$ cat src/rtl/lerp_upsampler.sv
// lerp_upsampler
//   Upsampling stage between the output FIFO and the DAC driver. Every clock
//   it emits one sample obtained by linear interpolation between consecutive
//   FIFO samples, giving an upsample factor N = 2**SAMPLE_RATE. When the FIFO
//   runs dry it holds the last sample and counts the missed fetches.
//
// Ports
//   clk          in   system clock
//   rst_in       in   asynchronous active-low reset
//   ena          in   start permission (only looked at in IDLE)
//   fifo_empty   in   output-FIFO empty flag
//   fifo_dout    in   signed FIFO data, valid the cycle after rd_en
//   rd_en        out  FIFO read strobe, single-cycle pulses, never on empty
//   dac_data     out  registered signed interpolated sample
//   out_valid    out  registered, high while in RUN or HOLD
//   underrun     out  sticky flag, set on the first failed fetch
//   underrun_cnt out  saturating count of failed fetches
module lerp_upsampler #(
  parameter int DATA_WIDTH  = 14,
  parameter int SAMPLE_RATE = 4
) (
  input  logic                         clk,
  input  logic                         rst_in,
  input  logic                         ena,
  input  logic                         fifo_empty,
  input  logic signed [DATA_WIDTH-1:0] fifo_dout,
  output logic                         rd_en,
  output logic signed [DATA_WIDTH-1:0] dac_data,
  output logic                         out_valid,
  output logic                         underrun,
  output logic [15:0]                  underrun_cnt
);

  localparam int AW  = DATA_WIDTH + SAMPLE_RATE + 1;
  localparam int DW1 = DATA_WIDTH + 1;
  // Phase at which the next sample is requested, and the last phase of a period.
  localparam logic [SAMPLE_RATE-1:0] PH_FETCH = SAMPLE_RATE'((32'd1 << SAMPLE_RATE) - 32'd2);
  localparam logic [SAMPLE_RATE-1:0] PH_LAST  = SAMPLE_RATE'((32'd1 << SAMPLE_RATE) - 32'd1);

  typedef enum logic [1:0] {
    IDLE  = 2'd0,
    PRIME = 2'd1,
    RUN   = 2'd2,
    HOLD  = 2'd3
  } state_t;

  // Sample scaled into accumulator units (x * N), sign-extended.
  function automatic logic signed [AW-1:0] scale_up(input logic signed [DATA_WIDTH-1:0] x);
    return AW'(x) <<< SAMPLE_RATE;
  endfunction

  // Accumulator back to sample units; arithmetic shift gives floor rounding.
  function automatic logic signed [DATA_WIDTH-1:0] scale_down(input logic signed [AW-1:0] a);
    return DATA_WIDTH'(a >>> SAMPLE_RATE);
  endfunction

  // One extra bit so a full-scale step cannot overflow.
  function automatic logic signed [DW1-1:0] step(input logic signed [DATA_WIDTH-1:0] nxt,
                                                 input logic signed [DATA_WIDTH-1:0] cur);
    return DW1'(nxt) - DW1'(cur);
  endfunction

  function automatic logic [15:0] sat_inc(input logic [15:0] c);
    return (c == 16'hFFFF) ? c : c + 16'd1;
  endfunction

  state_t                         state_q, state_d;
  logic [SAMPLE_RATE-1:0]         ph_q, ph_d;
  logic signed [DATA_WIDTH-1:0]   x1_q, x1_d;
  logic signed [DW1-1:0]          delta_q, delta_d;
  logic signed [AW-1:0]           acc_q, acc_d;
  logic signed [DATA_WIDTH-1:0]   dac_data_q, dac_data_d;
  logic                           out_valid_q, out_valid_d;
  logic                           underrun_q, underrun_d;
  logic [15:0]                    underrun_cnt_q, underrun_cnt_d;
  logic                           fetched_q;
  logic                           have_s0_q, have_s0_d;
  logic                           fetch_req;

  // The strobe is combinational so it can never fire on an empty FIFO,
  // and it is held off while reset is asserted.
  assign rd_en        = rst_in & fetch_req & ~fifo_empty;
  assign dac_data     = dac_data_q;
  assign out_valid    = out_valid_q;
  assign underrun     = underrun_q;
  assign underrun_cnt = underrun_cnt_q;

  // Next-state and datapath computation for the interpolation FSM.
  always_comb begin
    state_d        = state_q;
    ph_d           = ph_q;
    x1_d           = x1_q;
    delta_d        = delta_q;
    acc_d          = acc_q;
    dac_data_d     = dac_data_q;
    underrun_d     = underrun_q;
    underrun_cnt_d = underrun_cnt_q;
    have_s0_d      = have_s0_q;
    fetch_req      = 1'b0;

    case (state_q)
      IDLE: begin
        dac_data_d = '0;
        have_s0_d  = 1'b0;
        fetch_req  = ena;
        if (ena && !fifo_empty) begin
          state_d = PRIME;
        end else begin
          state_d = IDLE;
        end
      end

      PRIME: begin
        dac_data_d = '0;
        if (!have_s0_q) begin
          // s0 is on fifo_dout: this cycle follows the IDLE read strobe.
          x1_d      = fifo_dout;
          have_s0_d = 1'b1;
        end else if (fetched_q) begin
          acc_d   = scale_up(x1_q);
          delta_d = step(fifo_dout, x1_q);
          x1_d    = fifo_dout;
          ph_d    = '0;
          state_d = RUN;
        end else begin
          // Keep asking for s1 until the FIFO has something.
          fetch_req = 1'b1;
        end
      end

      RUN: begin
        dac_data_d = scale_down(acc_q);
        ph_d       = ph_q + SAMPLE_RATE'(1'b1);
        fetch_req  = (ph_q == PH_FETCH);
        if (ph_q == PH_LAST) begin
          acc_d = scale_up(x1_q);
          if (fetched_q) begin
            delta_d = step(fifo_dout, x1_q);
            x1_d    = fifo_dout;
            state_d = RUN;
          end else begin
            delta_d        = '0;
            underrun_d     = 1'b1;
            underrun_cnt_d = sat_inc(underrun_cnt_q);
            state_d        = HOLD;
          end
        end else begin
          acc_d = acc_q + AW'(delta_q);
        end
      end

      HOLD: begin
        // acc sits at x1*N with zero slope, so the output is flat at x1.
        dac_data_d = scale_down(acc_q);
        ph_d       = ph_q + SAMPLE_RATE'(1'b1);
        fetch_req  = (ph_q == PH_FETCH);
        if (ph_q == PH_LAST) begin
          if (fetched_q) begin
            acc_d   = scale_up(x1_q);
            delta_d = step(fifo_dout, x1_q);
            x1_d    = fifo_dout;
            state_d = RUN;
          end else begin
            underrun_d     = 1'b1;
            underrun_cnt_d = sat_inc(underrun_cnt_q);
            state_d        = HOLD;
          end
        end else begin
          state_d = HOLD;
        end
      end

      default: begin
        state_d    = IDLE;
        dac_data_d = '0;
        have_s0_d  = 1'b0;
      end
    endcase

    out_valid_d = (state_d == RUN) || (state_d == HOLD);
  end

  // State and output registers with asynchronous active-low reset.
  always_ff @(posedge clk or negedge rst_in) begin
    if (!rst_in) begin
      state_q        <= IDLE;
      ph_q           <= '0;
      x1_q           <= '0;
      delta_q        <= '0;
      acc_q          <= '0;
      dac_data_q     <= '0;
      out_valid_q    <= 1'b0;
      underrun_q     <= 1'b0;
      underrun_cnt_q <= 16'd0;
      fetched_q      <= 1'b0;
      have_s0_q      <= 1'b0;
    end else begin
      state_q        <= state_d;
      ph_q           <= ph_d;
      x1_q           <= x1_d;
      delta_q        <= delta_d;
      acc_q          <= acc_d;
      dac_data_q     <= dac_data_d;
      out_valid_q    <= out_valid_d;
      underrun_q     <= underrun_d;
      underrun_cnt_q <= underrun_cnt_d;
      fetched_q      <= rd_en;
      have_s0_q      <= have_s0_d;
    end
  end

endmodule

$ cat config.mk
export PLATFORM = sky130hd
export DESIGN_NAME = lerp_upsampler
export DESIGN_NICKNAME = d
export VERILOG_FILES = /design/src/rtl/lerp_upsampler.sv
export SDC_FILE = /design/constraint.sdc
export NUM_CORES = 1
export LEC_CHECK = 0
export CORE_MARGIN = 2
export CORE_UTILIZATION = 50
export DETAILED_ROUTE_END_ITERATION = 8
export PLACE_DENSITY = 0.69
export SLEW_MARGIN = 40
export SYNTH_ARGS = -nofsm -noshare
export SYNTH_HDL_FRONTEND = slang
export SYNTH_SLANG_ARGS = --single-unit
$ cat constraint.sdc
create_clock -name clk -period 4.4 [get_ports clk]
set_input_delay 0.66 -clock clk [delete_from_list [all_inputs] [get_ports clk]]
set_output_delay 0.66 -clock clk [all_outputs]
set_load 0.01 [all_outputs]
==> results of run 1 <==
-- per-layer routing --
metal	vias up	share of wire (%)	track usage (%)
li1	2013	-	-
met1	1960	47	30.17
met5	-	0	0
met3	18	4.7	3.759
met4	0	2.0	8.591
met2	114	46	35.29
-- cell usage after synthesis, types with 2 or more instances --
master,number
nand2_1,67
a211oi_1,6
o21a_1,4
xor2_1,16
a32o_1,3
and2_1,16
nand2b_1,4
nor3_2,3
nor2b_1,4
fa_1,2
o22ai_1,3
mux2i_1,2
o21bai_1,6
dfrtp_1,87
nor2_1,32
a21oi_1,39
a31oi_1,4
and3_1,6
o211a_1,2
o211ai_1,7
o21ai_0,51
o311ai_0,3
o31ai_1,3
nor3_1,10
nand3_1,18
xnor2_1,18
buf_2,3
clkbuf_1,9
ha_1,34
nand4_1,6
a21o_1,5
inv_1,31
a2111o_1,2
mux2_2,2
-- per-stage QoR --
step,util (%),worst slack [ps],hold slack (ps),cells
floorplan,-,2028,364.4,535
global placement,57.99,1463,447.7,711
detailed placement,57.99,1446,465.7,711
CTS,60.59,1597,254.4,727
global route,60.59,1459,278.8,727
finish,60.59,1628,252.4,727
-- flip-flops by register name, summed over array words and instances, names as in the netlist --
| register | cells |
|---|---|
| delta_q | 15 |
| underrun | 1 |
| have_s0_q | 1 |
| ph_q | 4 |
| state_q | 2 |
| underrun_cnt | 16 |
| out_valid | 1 |
| fetched_q | 1 |
| acc_q | 18 |
| dac_data | 14 |
| x1_q | 14 |
-- final cells by class --
cell class | count | area (um^2)
multi-input combinational | 403 | 2659
timing repair buffer | 56 | 543.0
inverter | 32 | 122.6
clock buffer | 10 | 137.6
tap | 133 | 166.4
clock inverter | 6 | 116.4
fill | 864 | 3852
sequential | 87 | 2177
-- how the worst max path moves through the flow --
stage | from | endpoint | slack [ps]
detailed placement | fifo_dout[0] | delta_q[10] | 1450
global placement | fifo_dout[0] | delta_q[14] | 1460
floorplan | fifo_dout[0] | delta_q[14] | 2030
global route | state_q[0] | rd_en | 1460
finish | state_q[0] | rd_en | 1630
CTS | state_q[0] | rd_en | 1600
-- critical path, delay by kind of cell (launching register included) --
family,cells,cell delay (ps)
buffers and inverters,2,700
flip-flops,1,470
AND/OR/NAND/NOR,2,360
AO/OA/AOI/OAI,2,220
-- cells by family (layout without fill, tap and decap cells) --
family / after synthesis / after routing / synth area share (%)
AO/OA/AOI/OAI: 155 / 155 / 19.80
XOR/XNOR: 34 / 34 / 5.934
adder cells (fa/ha/maj): 36 / 36 / 9.275
buffers and inverters: 45 / 104 / 3.640
flip-flops: 87 / 87 / 43.38
multiplexers: 4 / 4 / 0.8477
AND/OR/NAND/NOR: 174 / 174 / 17.13
-- power by group through the flow --
stage          Combinational, mW  Sequential (mW)  Clock [mW]
6_report                    2.24             1.35       0.691
5_1_grt                     2.53             1.39       0.741
2_1_floorplan               1.63             1.31           0
4_1_cts                     2.23             1.35       0.707
3_3_place_gp                2.15             1.35           0
3_5_place_dp                2.21             1.37           0
-- cells in the final DEF (no fill, tap or decap), types with 3 or more instances in the layout --
cell,synthesis,final
and2_1,16,16
nor2_1,32,32
nor3_2,3,3
nor2b_1,4,4
nand3_1,18,18
inv_1,31,31
xnor2_1,18,18
o22ai_1,3,3
nand2_1,67,67
dfrtp_1,87,87
a21o_1,5,5
a21oi_1,39,39
o31ai_1,3,3
o21ai_0,51,51
nand2b_1,4,4
o311ai_0,3,3
o21a_1,4,4
xor2_1,16,16
nor3_1,10,10
bufinv_16,0,3
clkdlybuf4s50_1,0,49
clkbuf_8,0,10
nand4_1,6,6
a31oi_1,4,4
o211ai_1,7,7
a211oi_1,6,6
ha_1,34,34
o21bai_1,6,6
buf_4,0,7
and3_1,6,6
a32o_1,3,3
==> metrics.txt, run 1 <==
Clk Latency, worst-skew pair between 300 and 400 ps; I/O Buffers 50; die width approximately 100 um; IO Pins 51; synthesized instance count ~540; Synth Register Bits 87; min Tclk post-route about 2800 ps; RR Startpoint delta_q[0]; Max Fclk roughly 360 MHz; reg2reg path depth 9; P_leak between 2 and 3 nW; Congestion Overflow GR 0; vias per cell ~5.6; drt first pass iters 5; maximum VDD drop 0.0003139 V; Setup TNS Final 0 ps; first-pass GRT wire length just under 20000 um; post-CTS sizing 0; crit path DAT 2110 ps; Switch Pwr roughly 1.8 mW; syn_nets between 500 and 600; Area Growth Syn to Fin 18.00%; critical path startpoint category register; placed instance area roughly 0.0057 mm^2; DR vias about 4100; Total Power 4.280 mW; switch share around 42%; # Post-CTS Setup Buffers 0; H-tree Lvls 3; Mapped Area around 0.005 mm^2; Critical Path RT between 3000 and 4000 ps; number of antenna violations at the first check in global routing 0; gpl congestion roughly 0.94; Post-Route WL approximately 11000 um; fraction of registers with async set/reset between 90% and 100%; largest cells by area after synthesis dfrtp_1 (43%), ha_1 (8.5%), o21ai_0 (5.1%); clock-pin slew on the worst setup and hold paths 90 ps; crit share post-route 62.99%; Initial Util between 50 and 60%; worst slew pin tran about 790 ps; critical path type register to output pin; CP Capture Type output pin; P_int approximately 2.5 mW; HP Class input pin to asynchronous set/reset pin; CTS tree done; share of power burned in registers between 30% and 40%; register area share after synthesis between 40 and 50%; clock skew approximately 13 ps; ANT cells 0; placement row count 36; Clk network pwr share between 15 and 20%; Power Dens Cells 722.8 mW/mm^2; Synth top area share 43.38%; gr usage total around 22%; MaxCap Viol Count 0; post-synthesis area per instance 9.380 um^2; Slew Viols, Final 0; Avg WL per Cell roughly 15 um; fin area between 0.005 and 0.006 mm^2; CP max-delay cell clkdlybuf4s50_1; Yosys warning count 0; nets between 600 and 700; biggest area consumer among synthesized cells dfrtp_1; final hold viol count 0; cts bufs inserted 9; CTS root buffer clkbuf_8; hold_buf cts 0; DP HPWL around 8400 um; clock tree buffer depth 2; final setup fails 0; drt drc 0; Die H roughly 100 um; CP max stage delay 530 ps; Comb pwr share 52.3%; Worst R2R Setup Slack between 1500 and 2000 ps; layout cells sized above 1 just under 6%; antenna viol nets, final 0; clk sinks between 80 and 90; slew margin rel. a little under half; crit path max fanout 8; core area 0.009774 mm^2; status complete, no violations; Starting DRT DRC Count ~290; Post-synth EDFFs 0; Post-synth top flop dfrtp_1; synth unique cells 61; RSZ-0062 raised after global routing no; largest net degree at the start of global routing 55; Crit Reg-Reg Endpoint acc_q[16]; die area between 0.01 and 0.015 mm^2; cells along the critical path inv_1 -> nor2_1 -> a22oi_1 -> o21ai_0 -> and3b_1 -> clkdlybuf4s50_1; vias in the first global route 4017
Note: power is estimated with default switching activity, not from simulation.
==> run 2: changes to the inputs <==
--- a/config.mk
+++ b/config.mk
@@ -8,7 +8,7 @@
 export CORE_MARGIN = 2
 export CORE_UTILIZATION = 50
 export DETAILED_ROUTE_END_ITERATION = 8
-export PLACE_DENSITY = 0.69
+export PLACE_DENSITY = 0.71
 export SLEW_MARGIN = 40
 export SYNTH_ARGS = -nofsm -noshare
 export SYNTH_HDL_FRONTEND = slang
==> constraint.sdc (replaced) <==
create_clock -name clk -period 2.2 [get_ports clk]
set_input_delay 0.33 -clock clk [delete_from_list [all_inputs] [get_ports clk]]
set_output_delay 0.33 -clock clk [all_outputs]
set_load 0.01 [all_outputs]
==> run 2 against run 1 <==
The run now ends with setup timing left. Final cell count rose by 6.1%. Via count rose by 4.3%. Routed wire length rose by 6.4%. Non-clock buffer count rose by 45. Critical path depth rose by 3. Clock power rose by 79%. Sequential share of layout area fell by 2.3 points. Cell area rose by 6.5%. Critical path type is now register to register. Highest routed layer unchanged.
==> metrics.txt, run 2 (synthesis results as in run 1) <==
status complete, but fails checks (was complete, no violations); failing checks setup timing; first-pass GRT wire length 20140 um (was 19370 um); RR Startpoint acc_q[0] (was delta_q[0]); critical path type register to register (was register to output pin); clk sinks 87 (unchanged); crit path DAT 2480 ps (was 2110 ps); number of fillers in the final layout 813 (was 864); clock skew 8.972 ps (was 12.75 ps); maximum VDD drop 0.0006632 V (was 0.0003139 V); Area Growth Syn to Fin 25.73% (was 18.00%); CTS tree done (unchanged); die area 0.01085 mm^2 (unchanged); min Tclk post-route approximately 2200 ps; Worst R2R Setup Slack -20 ps (was 1640 ps); nets 688 (was 643); crit share post-route 100.9%; CP max stage delay 380 ps (was 530 ps); RSZ-0062 raised after global routing yes (was no); Die H 104.2 um (unchanged); Reg area 0.002177 mm^2 (unchanged); IO Pins 51 (unchanged); vias in the first global route 4130 (was 4017); crit path max fanout 4 (was 8); layer with the highest usage met2 (unchanged); GR Util met3 6.391% (was 3.759%); Crit path buffers/inverters 1 (was 2); placement row count 36 (unchanged); die width 104.2 um (unchanged); max FFs per register 18 (unchanged); Avg WL per Cell 15.39 um (was 15.34 um); largest net degree at the start of global routing 45 (was 55); hold_buf cts 0 (unchanged); Post-Route WL 11870 um (was 11150 um); number of antenna violations at the first check in global routing 0 (unchanged); layout cells sized above 1 15.36% (was 5.892%); HP Class input pin to asynchronous set/reset pin (unchanged); Biggest register acc_q (unchanged); highest-count cells in the layout ignoring fill and taps dfrtp_1 (87), nand2_1 (67), buf_4 (51) (was dfrtp_1 (87), nand2_1 (67), o21ai_0 (51)); final core utilization 64.55% (was 60.59%); CTS root buffer clkbuf_8 (unchanged); gpl congestion 0.8965 (was 0.9368); CP max-delay cell a2111o_1 (was clkdlybuf4s50_1); cells along the critical path ha_2 -> inv_2 -> fa_2 -> nand2b_4 -> a211oi_4 -> o21bai_2 -> a2111o_1 -> o211ai_1 -> nor2_1 (was inv_1 -> nor2_1 -> a22oi_1 -> o21ai_0 -> and3b_1 -> clkdlybuf4s50_1); met2 Use GR 37.50% (was 35.29%); final worst slack -20.66 ps (was 1628 ps); met1 GRT Util 30.23% (was 30.17%); slew margin rel. 61.30% (was 47.16%); drt first pass iters 5 (unchanged); cts bufs inserted 9 (unchanged); core area 0.009774 mm^2 (unchanged); H-tree Lvls 3 (unchanged); DP HPWL 9018 um (was 8404 um); MaxCap Viol Count 0 (unchanged); critical path startpoint category register (unchanged); vias per cell 5.553 (was 5.646); reg2reg path depth 9 (unchanged); gr usage total 23.02% (was 22.09%); clock-pin slew on the worst setup and hold paths 80 ps (was 90 ps); CP Capture Type register (was output pin); final setup fails 1 (was 0); worst slew pin tran 580.6 ps (was 792.6 ps); antenna viol nets, final 0 (unchanged); Critical Path RT 2460 ps (was 3740 ps); drt drc 0 (unchanged); commonest non-fill, non-tap cell in the layout dfrtp_1 (unchanged); clock tree buffer depth 2 (unchanged); DR vias 4281 (was 4105); ANT cells 0 (unchanged); P_leak 2.882 nW (was 2.669 nW); Slew Viols, Final 0 (unchanged); Total Power 9.199 mW (was 4.280 mW); Clk Latency, worst-skew pair 370 ps (was 360 ps); Max Fclk approximately 450 MHz; Crit Reg-Reg Endpoint acc_q[16] (unchanged); area of the multi-input gates 0.002740 mm^2 (was 0.002659 mm^2); Starting DRT DRC Count 252 (was 291); I/O Buffers 50 (unchanged); kind of cell adding the most delay to the critical path compound AO/OA/AOI/OAI gates (was buffers and inverters); final hold viol count 0 (unchanged); Power Dens Cells 1458 mW/mm^2 (was 722.8 mW/mm^2); Initial Util 51.34% (unchanged); Congestion Overflow GR 0 (unchanged)
-- run 2: cell types whose count changed in the layout (fill, tap and decap cells not counted), moves of 4 or more --
cell and delta:
buf_4 +44, ha_2 +4, o21ai_0 -4, o21ai_1 +4, ha_1 -4
-- run 2: power by group --
group / total (mW) / switching, mW / leakage (nW) / internal, mW
Clock: 1.24 / 0.574 / 0.112 / 0.666
Sequential: 2.71 / 0.472 / 1.12 / 2.24
Combinational: 5.25 / 2.81 / 1.65 / 2.44
Total: 9.20 / 3.85 / 2.88 / 5.34
-- run 2: layer usage --
| metal | wire [um] | vias up |
|---|---|---|
| met5 | 0 | - |
| met4 | 184 | 0 |
| met3 | 712 | 20 |
| met2 | 5630 | 123 |
| met1 | 5338 | 2039 |
| li1 | - | 2099 |
-- run 2: area by class of cell --
cell class | count | area share (%)
tap | 133 | 2.637
sequential | 87 | 34.50
inverter | 32 | 1.943
multi-input combinational | 403 | 43.43
clock buffer | 10 | 2.181
timing repair buffer | 101 | 14.00
clock inverter | 5 | 1.309
-- run 2: worst max path at each step --
stage	startpoint	endpoint	slack (ps)	cells past startpoint
final	acc_q[0]	acc_q[16]	-20	9
after global routing	acc_q[0]	acc_q[16]	-110	9
after CTS	acc_q[0]	acc_q[16]	-30	9
after detailed placement	fifo_dout[0]	delta_q[10]	-410	11
after global placement	fifo_dout[0]	delta_q[14]	-380	11
after floorplan	delta_q[0]	acc_q[16]	60	9
-- run 2: repair_timing --
item | in CTS | in global routing
setup buffers | 1 | 4
endpoints found under the setup margin | 10 | 15
pin swaps | 3 | 6
gates resized for setup | 11 | 15
-- run 2: per-stage QoR --
| step | TNS (ps) | setup slack [ps] | hold WS (ps) | instances | instance area [um^2] |
|---|---|---|---|---|---|
| 2_1_floorplan | 0 | 62.55 | 34.41 | 535 | 5024 |
| 3_3_place_gp | -2539 | -384.1 | 447.0 | 751 | 5973 |
| 3_5_place_dp | -3349 | -412.4 | 457.5 | 751 | 5973 |
| 4_1_cts | -40.76 | -32.84 | 61.48 | 767 | 6228 |
| 5_1_grt | -424.7 | -110.6 | 87.43 | 771 | 6310 |
| 6_report | -20.66 | -20.66 | 42.39 | 771 | 6310 |
